**config.mk**
```make
export PLATFORM = sky130hd
export DESIGN_NAME = muxn_guard_reg
export DESIGN_NICKNAME = d
export VERILOG_FILES = /design/src/rtl/muxn_guard_reg.sv
export SDC_FILE = /design/constraint.sdc
export NUM_CORES = 1
export LEC_CHECK = 0
export ABC_AREA = 1
export BUFFER_PORTS_ARGS = -buffer_cell sky130_fd_sc_hd__buf_2
export CAP_MARGIN = 30
export CORE_AREA = 2 2 46 48
export CTS_BUF_LIST = sky130_fd_sc_hd__clkbuf_4
export CTS_CLUSTER_SIZE = 14
export DETAILED_ROUTE_END_ITERATION = 10
export DIE_AREA = 0 0 48 50
export GPL_TIMING_DRIVEN = 0
export MAX_ROUTING_LAYER = met4
export SLEW_MARGIN = 20
export SYNTH_ARGS = -nofsm -noshare
export SYNTH_HDL_FRONTEND = slang
export SYNTH_SLANG_ARGS = --single-unit
```
**constraint.sdc**
```tcl
create_clock -name CLK -period 2.2 [get_ports CLK]
set_input_delay 0.22 -clock CLK [delete_from_list [all_inputs] [get_ports CLK]]
set_output_delay 0.22 -clock CLK [all_outputs]
set_load 0.01 [all_outputs]
```
**src/rtl/muxn_guard_reg.sv**
```systemverilog
// N-input, W-bit registered mux with select handshake and break-before-make guard.
// Define MUXN_GUARD_ZERO_EN to drive Z to zero during the guard interval.
module muxn_guard_reg #(
  parameter int N     = 4,
  parameter int W     = 1,
  parameter int GUARD = 2,
  parameter int SW    = $clog2(N)
) (
  input  logic            CLK,
  input  logic            RN,
  input  logic [N*W-1:0]  I,
  input  logic [SW-1:0]   S_REQ,
  input  logic            S_VALID,
  output logic            S_READY,
  output logic [SW-1:0]   S_CUR,
  output logic            BUSY,
  output logic            ERR,
  output logic [W-1:0]    Z
);

  typedef enum logic {ST_IDLE, ST_GUARD} state_t;

  // One extra bit so N itself is representable when N is a power of two.
  localparam logic [SW:0] NMAX  = N[SW:0];
  localparam logic [3:0]  GLOAD = (GUARD > 0) ? 4'(GUARD - 1) : 4'd0;

  state_t        state, state_n;
  logic [3:0]    cnt, cnt_n;
  logic [SW-1:0] pend, pend_n, cur_n;
  logic          err_n;
  logic [W-1:0]  z_n, sel_data;
  logic          accept, oor, same;

  always_comb begin
    sel_data = '0;
    for (int k = 0; k < N; k++)
      if (S_CUR == SW'(k)) sel_data = I[k*W +: W];
  end

  assign S_READY = (state == ST_IDLE) & RN;
  assign BUSY    = (state == ST_GUARD);
  assign accept  = S_VALID & S_READY;
  assign oor     = {1'b0, S_REQ} >= NMAX;
  assign same    = (S_REQ == S_CUR);

  always_comb begin
    state_n = state;
    cnt_n   = cnt;
    pend_n  = pend;
    cur_n   = S_CUR;
    err_n   = 1'b0;
    z_n     = Z;
    case (state)
      ST_IDLE: begin
        z_n = sel_data;
        if (accept) begin
          if (oor) begin
            err_n = 1'b1;
          end else if (!same) begin
            if (GUARD == 0) begin
              cur_n = S_REQ;
            end else begin
              pend_n  = S_REQ;
              cnt_n   = GLOAD;
              state_n = ST_GUARD;
            end
          end
        end
      end
      ST_GUARD: begin
`ifdef MUXN_GUARD_ZERO_EN
        z_n = '0;
`else
        z_n = Z;
`endif
        if (cnt == 4'd0) begin
          cur_n   = pend;
          state_n = ST_IDLE;
        end else begin
          cnt_n = cnt - 4'd1;
        end
      end
      default: state_n = ST_IDLE;
    endcase
  end

  always_ff @(posedge CLK) begin
    if (!RN) begin
      state <= ST_IDLE;
      cnt   <= '0;
      pend  <= '0;
      S_CUR <= '0;
      ERR   <= 1'b0;
      Z     <= '0;
    end else begin
      state <= state_n;
      cnt   <= cnt_n;
      pend  <= pend_n;
      S_CUR <= cur_n;
      ERR   <= err_n;
      Z     <= z_n;
    end
  end

endmodule

```
# Word level (Yosys, flattened, before mapping)
# Index checks and enable logic that the tools add are counted.
[op_classes]
eq_ne = 7
reduce_logical = 5
muxes = 13
n_addsub = 1
n_bitwise = 4
[op_table]
columns = ["operator", "n"]
rows = [
  ["4-bit 2-to-1 mux", 3],
  ["1-bit 2-to-1 mux", 8],
  ["4-bit case mux with 2 select lines", 1],
  ["2-bit != test (second input constant)", 3],
  ["3-bit AND reduction", 2],
  ["2-bit equality test (second input constant)", 2],
  ["4-bit logical NOT", 1],
  ["4-bit by 1-bit subtractor with 4-bit output (second input constant)", 1],
  ["1-bit AND", 2],
  ["2-bit by 1-bit equality test with 1-bit output (second input constant)", 1],
  ["2-bit equality test", 1],
  ["2-bit logical NOT", 1],
  ["1-bit NOT", 2],
  ["1-bit case mux with 2 select lines", 1],
  ["2-bit AND reduction", 1],
]
[word_totals]
regBits = 10
input_bits = 9
wordCells = 35

# Logic depth before layout (Yosys ltp)
[logic_depth]
ltp_word = 6
mapped_depth = 8
mapped_depth_nobuf = 8

# Least setup slack after synthesis
# No wires, ideal clock.
[synth_timing]
kind = "reg-to-reg"
start = "reg cnt[0]"
end = "reg cnt[1]"
setup_time_ns = 0.070
n_path_buf = 0
slack_ns = 1.028
required_time_ns = 2.130
stages_incl_launch_ff = 7
t_arrival_ns = 1.102
cell_sequence = "dfxtp_1 -> inv_1 -> ha_1 -> nand3_2 -> nand2_2 -> or2_0 -> a21oi_1"
[synth_via]
elab_chain_cells = 3
elab_cells_between_ends = 6
[synth_rtl]
columns = ["element", "line", "source"]
rows = [
  ["start: declaration", "28", "logic [3:0] cnt, cnt_n;"],
  ["start signal: assignment", "97", "cnt <= cnt_n;"],
  ["4-bit by 1-bit subtractor with 4-bit output or 4-bit logical NOT (tied branches)", "80, 76", ""],
  ["4-bit 2-to-1 mux or 2-bit != test (tied branches)", "-", ""],
  ["4-bit case mux with 2 select lines or 3-bit AND reduction (tied branches)", "-", ""],
]
# Parallel ways exist; a longest one is shown, timed or not. The select of a mux whose other input is x is not followed.
# A chain may end at the register's enable or synchronous reset.

# Worst setup path after layout
[layout_timing]
start = "reg state, in the netlist BUSY"
end = "out S_READY"
[layout_via]
elab_chain_cells = 2
[layout_rtl]
columns = ["element", "line", "source"]
rows = [
  ["start: declaration", "27", "state_t state, state_n;"],
  ["start signal: assignment", "96", "state <= state_n;"],
  ["1-bit NOT", "-", ""],
  ["1-bit AND", "40", "assign S_READY = (state == ST_IDLE) & RN;"],
  ["end: declaration", "14", "output logic S_READY,"],
]
# Every way passes these cells.

==> impl_metrics.csv <==
group,metric,value,unit
run_status,run_status,"completed",
sta,grt_setup_unrepaired,"no",
floorplanning,rows,16,
final_layout,nets,108,
grt,globalRouteOverflowTotal,0,
grt,use_met2,0.167,
worst_setup_path,r2r_start,"cnt[0]",
hold_path,holdCritStartpoint,"RN",
final_layout,drive_above_1_share,0.281,
logic_synthesis,synth-seq-cells,10,
place,portBuffers,13,
route,num_vias,541,
logic_synthesis,yosys.area.top_type,"dfxtp_1",
sta,setup_tns,0,ns
worst_setup_path,r2r-end,"cnt[1]",
worst_setup_path,crit_path_end_kind,"output port",
logic_synthesis,synth_area,544,um2
logic_synthesis,synth_area_leaders,"dfxtp_1 (37%), nand2_1 (14%), nand3_1 (10%), a21oi_1 (8.3%), inv_1 (6.2%)",
place,gp_congestion,0.826,
hold_path,min_to,"S_CUR[1]",
worst_setup_path,crit_type,"register to output port",
clock_network,clk_pin_slew_worst_paths,0.06,ns
floorplanning,core_area,0.00190,mm2
final_layout,mostFrequentLayoutCells,"nand2_1 (20), buf_2 (13), nand3_1 (11), dfxtp_1 (10)",
final_layout,antenna_cells,0,
route,ant_nets,0,
logic_synthesis,yosysWarnings,0,
final_layout,fin_cells,123,
clock_network,cts.sinks,10,
clock_network,clk_latency,0.26,ns
worst_setup_path,critPathRequiredTime,1.98,ns
grt,top_usage_layer,"met2",
place,place_inst,120,
logic_synthesis,synth_nets,90,
route,viasPerCell,4.40,
clock_network,cts_root_buffer,"clkbuf_4",
route,first_pass_iters,4,
final_layout,nFillCells,211,
route,route.detailed.drc,0,
grt,track_usage,0.115,
sta,drv_slew,0,
pwr,p_leak,0.319,nW
place,dp_hpwl,883,um
grt,use_met3,0.0440,
floorplanning,fp.dieH,50,um
worst_setup_path,rr_worst_depth,6,
clock_network,cts_buffers,3,
worst_setup_path,cp_slowest_stage_delay,0.46,ns
clock_network,post_cts_buffers,0,
worst_setup_path,arrival,1.10,ns
worst_setup_path,start_kind,"register",
floorplanning,die_area,0.00240,mm2
grt,grt_use_met1,0.136,
sta,fmax,755,MHz
floorplanning,fp.dieW,48,um
floorplanning,pin_count,15,
hold_path,worstHoldPathCells,3,
sta,fin_crit,1.32,ns
sta,setup_viol,0,
pwr,power_density,596,mW/mm2
logic_synthesis,synthDistinctLibCells,18,
logic_synthesis,yosys.area.top_type_share,0.368,
worst_setup_path,r2r_slack,0.91,ns
pwr,max-vdd-ir-drop,296,uV
logic_synthesis,ys_seq_area_frac,0.368,
worst_setup_path,cp_slowest_cell,"dfxtp_1",
floorplanning,start_util,0.286,
worst_setup_path,cp_max_fo,6,
route,drtIter0Drc,10,
clock_network,ctsHoldBuffers,0,
clock_network,clockBufferDepth,2,
logic_synthesis,synth.avg_cell_area,6.80,um2
clock_network,cts_tree,"done",
route,wl,1.11,mm
sta,fin_skew,0.00559,ns
flow_run,maxCapViolations,0,
hold_path,hp-class,"input port to register",
final_layout,final_common_cell,"nand2_1",
sta,hold_viol,0,
grt,grt_max_degree,9,
route,post_drt_wl_per_cell,9.06,um
grt,grt_pass1_vias,473,
clock_network,cts_resized,0,
sta,fin_crit_sh,0.602,
clock_network,htree_levels,1,
logic_synthesis,synth_cells,80,
final_layout,area_delta_synth_final,22.3,%
grt,antenna_found_initial,0,
worst_setup_path,crit_chain,"inv_2 > nand2_2 > inv_1 > buf_2",
grt,grt_pass1_wl,1.93,mm
==> logic make-up (layout without fill, tap and decap cells) <==
logic type	after synthesis	count (layout)	share of synthesized area
AND/OR/NAND/NOR	43	43	0.389
buffers and inverters	13	29	0.0966
AO/OA/AOI/OAI	11	11	0.101
flip-flops	10	10	0.368
adder cells (fa/ha/maj)	1	1	0.0230
other	1	1	0.00689
XOR/XNOR	1	1	0.0161
==> how the worst max path moves through the flow <==
stage / startpoint / to / depth (start not counted)
after detailed placement: cnt[0] / cnt[1] / 6
after global placement: cnt[0] / cnt[1] / 6
after floorplan: cnt[0] / cnt[1] / 6
after CTS: BUSY / S_READY / 4
after global routing: BUSY / S_READY / 4
final: BUSY / S_READY / 4
==> Yosys cell counts <==
library cell	n
a21oi_1	9
buf_4	1
conb_1	1
dfxtp_1	10
ha_1	1
inv_1	9
inv_2	3
nand2_1	20
nand2_2	4
nand2_4	1
nand3_1	11
nand3_2	1
nand4_1	1
nor2_1	3
nor2_4	1
o21ai_0	2
or2_0	1
xnor2_1	1
==> per-stage QoR <==
stage / util / area (um2) / hold WS (ns) / setup slack, ns / power, mW
final: 0.350 / 666 / 0.245 / 0.876 / 0.397
after detailed placement: 0.338 / 643 / 0.450 / 0.923 / 0.279
after floorplan: - / 544 / 0.358 / 1.03 / 0.254
after global routing: 0.350 / 666 / 0.251 / 0.780 / 0.427
after global placement: 0.338 / 643 / 0.444 / 0.948 / 0.278
after CTS: 0.350 / 666 / 0.239 / 0.863 / 0.401
==> layout make-up <==
cell class | instances | area (um2) | share of cell area
multi-input combinational | 57 | 292 | 0.438
inverter | 12 | 45.0 | 0.0677
sequential | 10 | 200 | 0.301
timing repair buffer | 13 | 65.1 | 0.0977
clock buffer | 3 | 22.5 | 0.0338
buffer | 1 | 7.51 | 0.0113
tap | 27 | 33.8 | 0.0508
==> worst max-delay path, delay by kind of cell, from the launching register on <==
kind | cells | cell delay (ns)
AND/OR/NAND/NOR | 1 | 0.10
flip-flops | 1 | 0.46
buffers and inverters | 3 | 0.27
==> flip-flops by register name (all words and copies together) (netlist names) <==
register,flops
cnt,4
pend,2
S_CUR,2
BUSY,1
Z,1
==> routing by layer <==
layer / vias to the layer above / share of wire
li1: 288 / -
met1: 233 / 0.49
met2: 16 / 0.44
met3: 4 / 0.057
met4: 0 / 0.017
met5: - / 0
==> power by group <==
part	internal, mW	switching [mW]
Combinational	0.0312	0.0442
Clock	0.0631	0.0593
Sequential	0.191	0.00819
No activity file was read; power rests on OpenSTA's default activity.
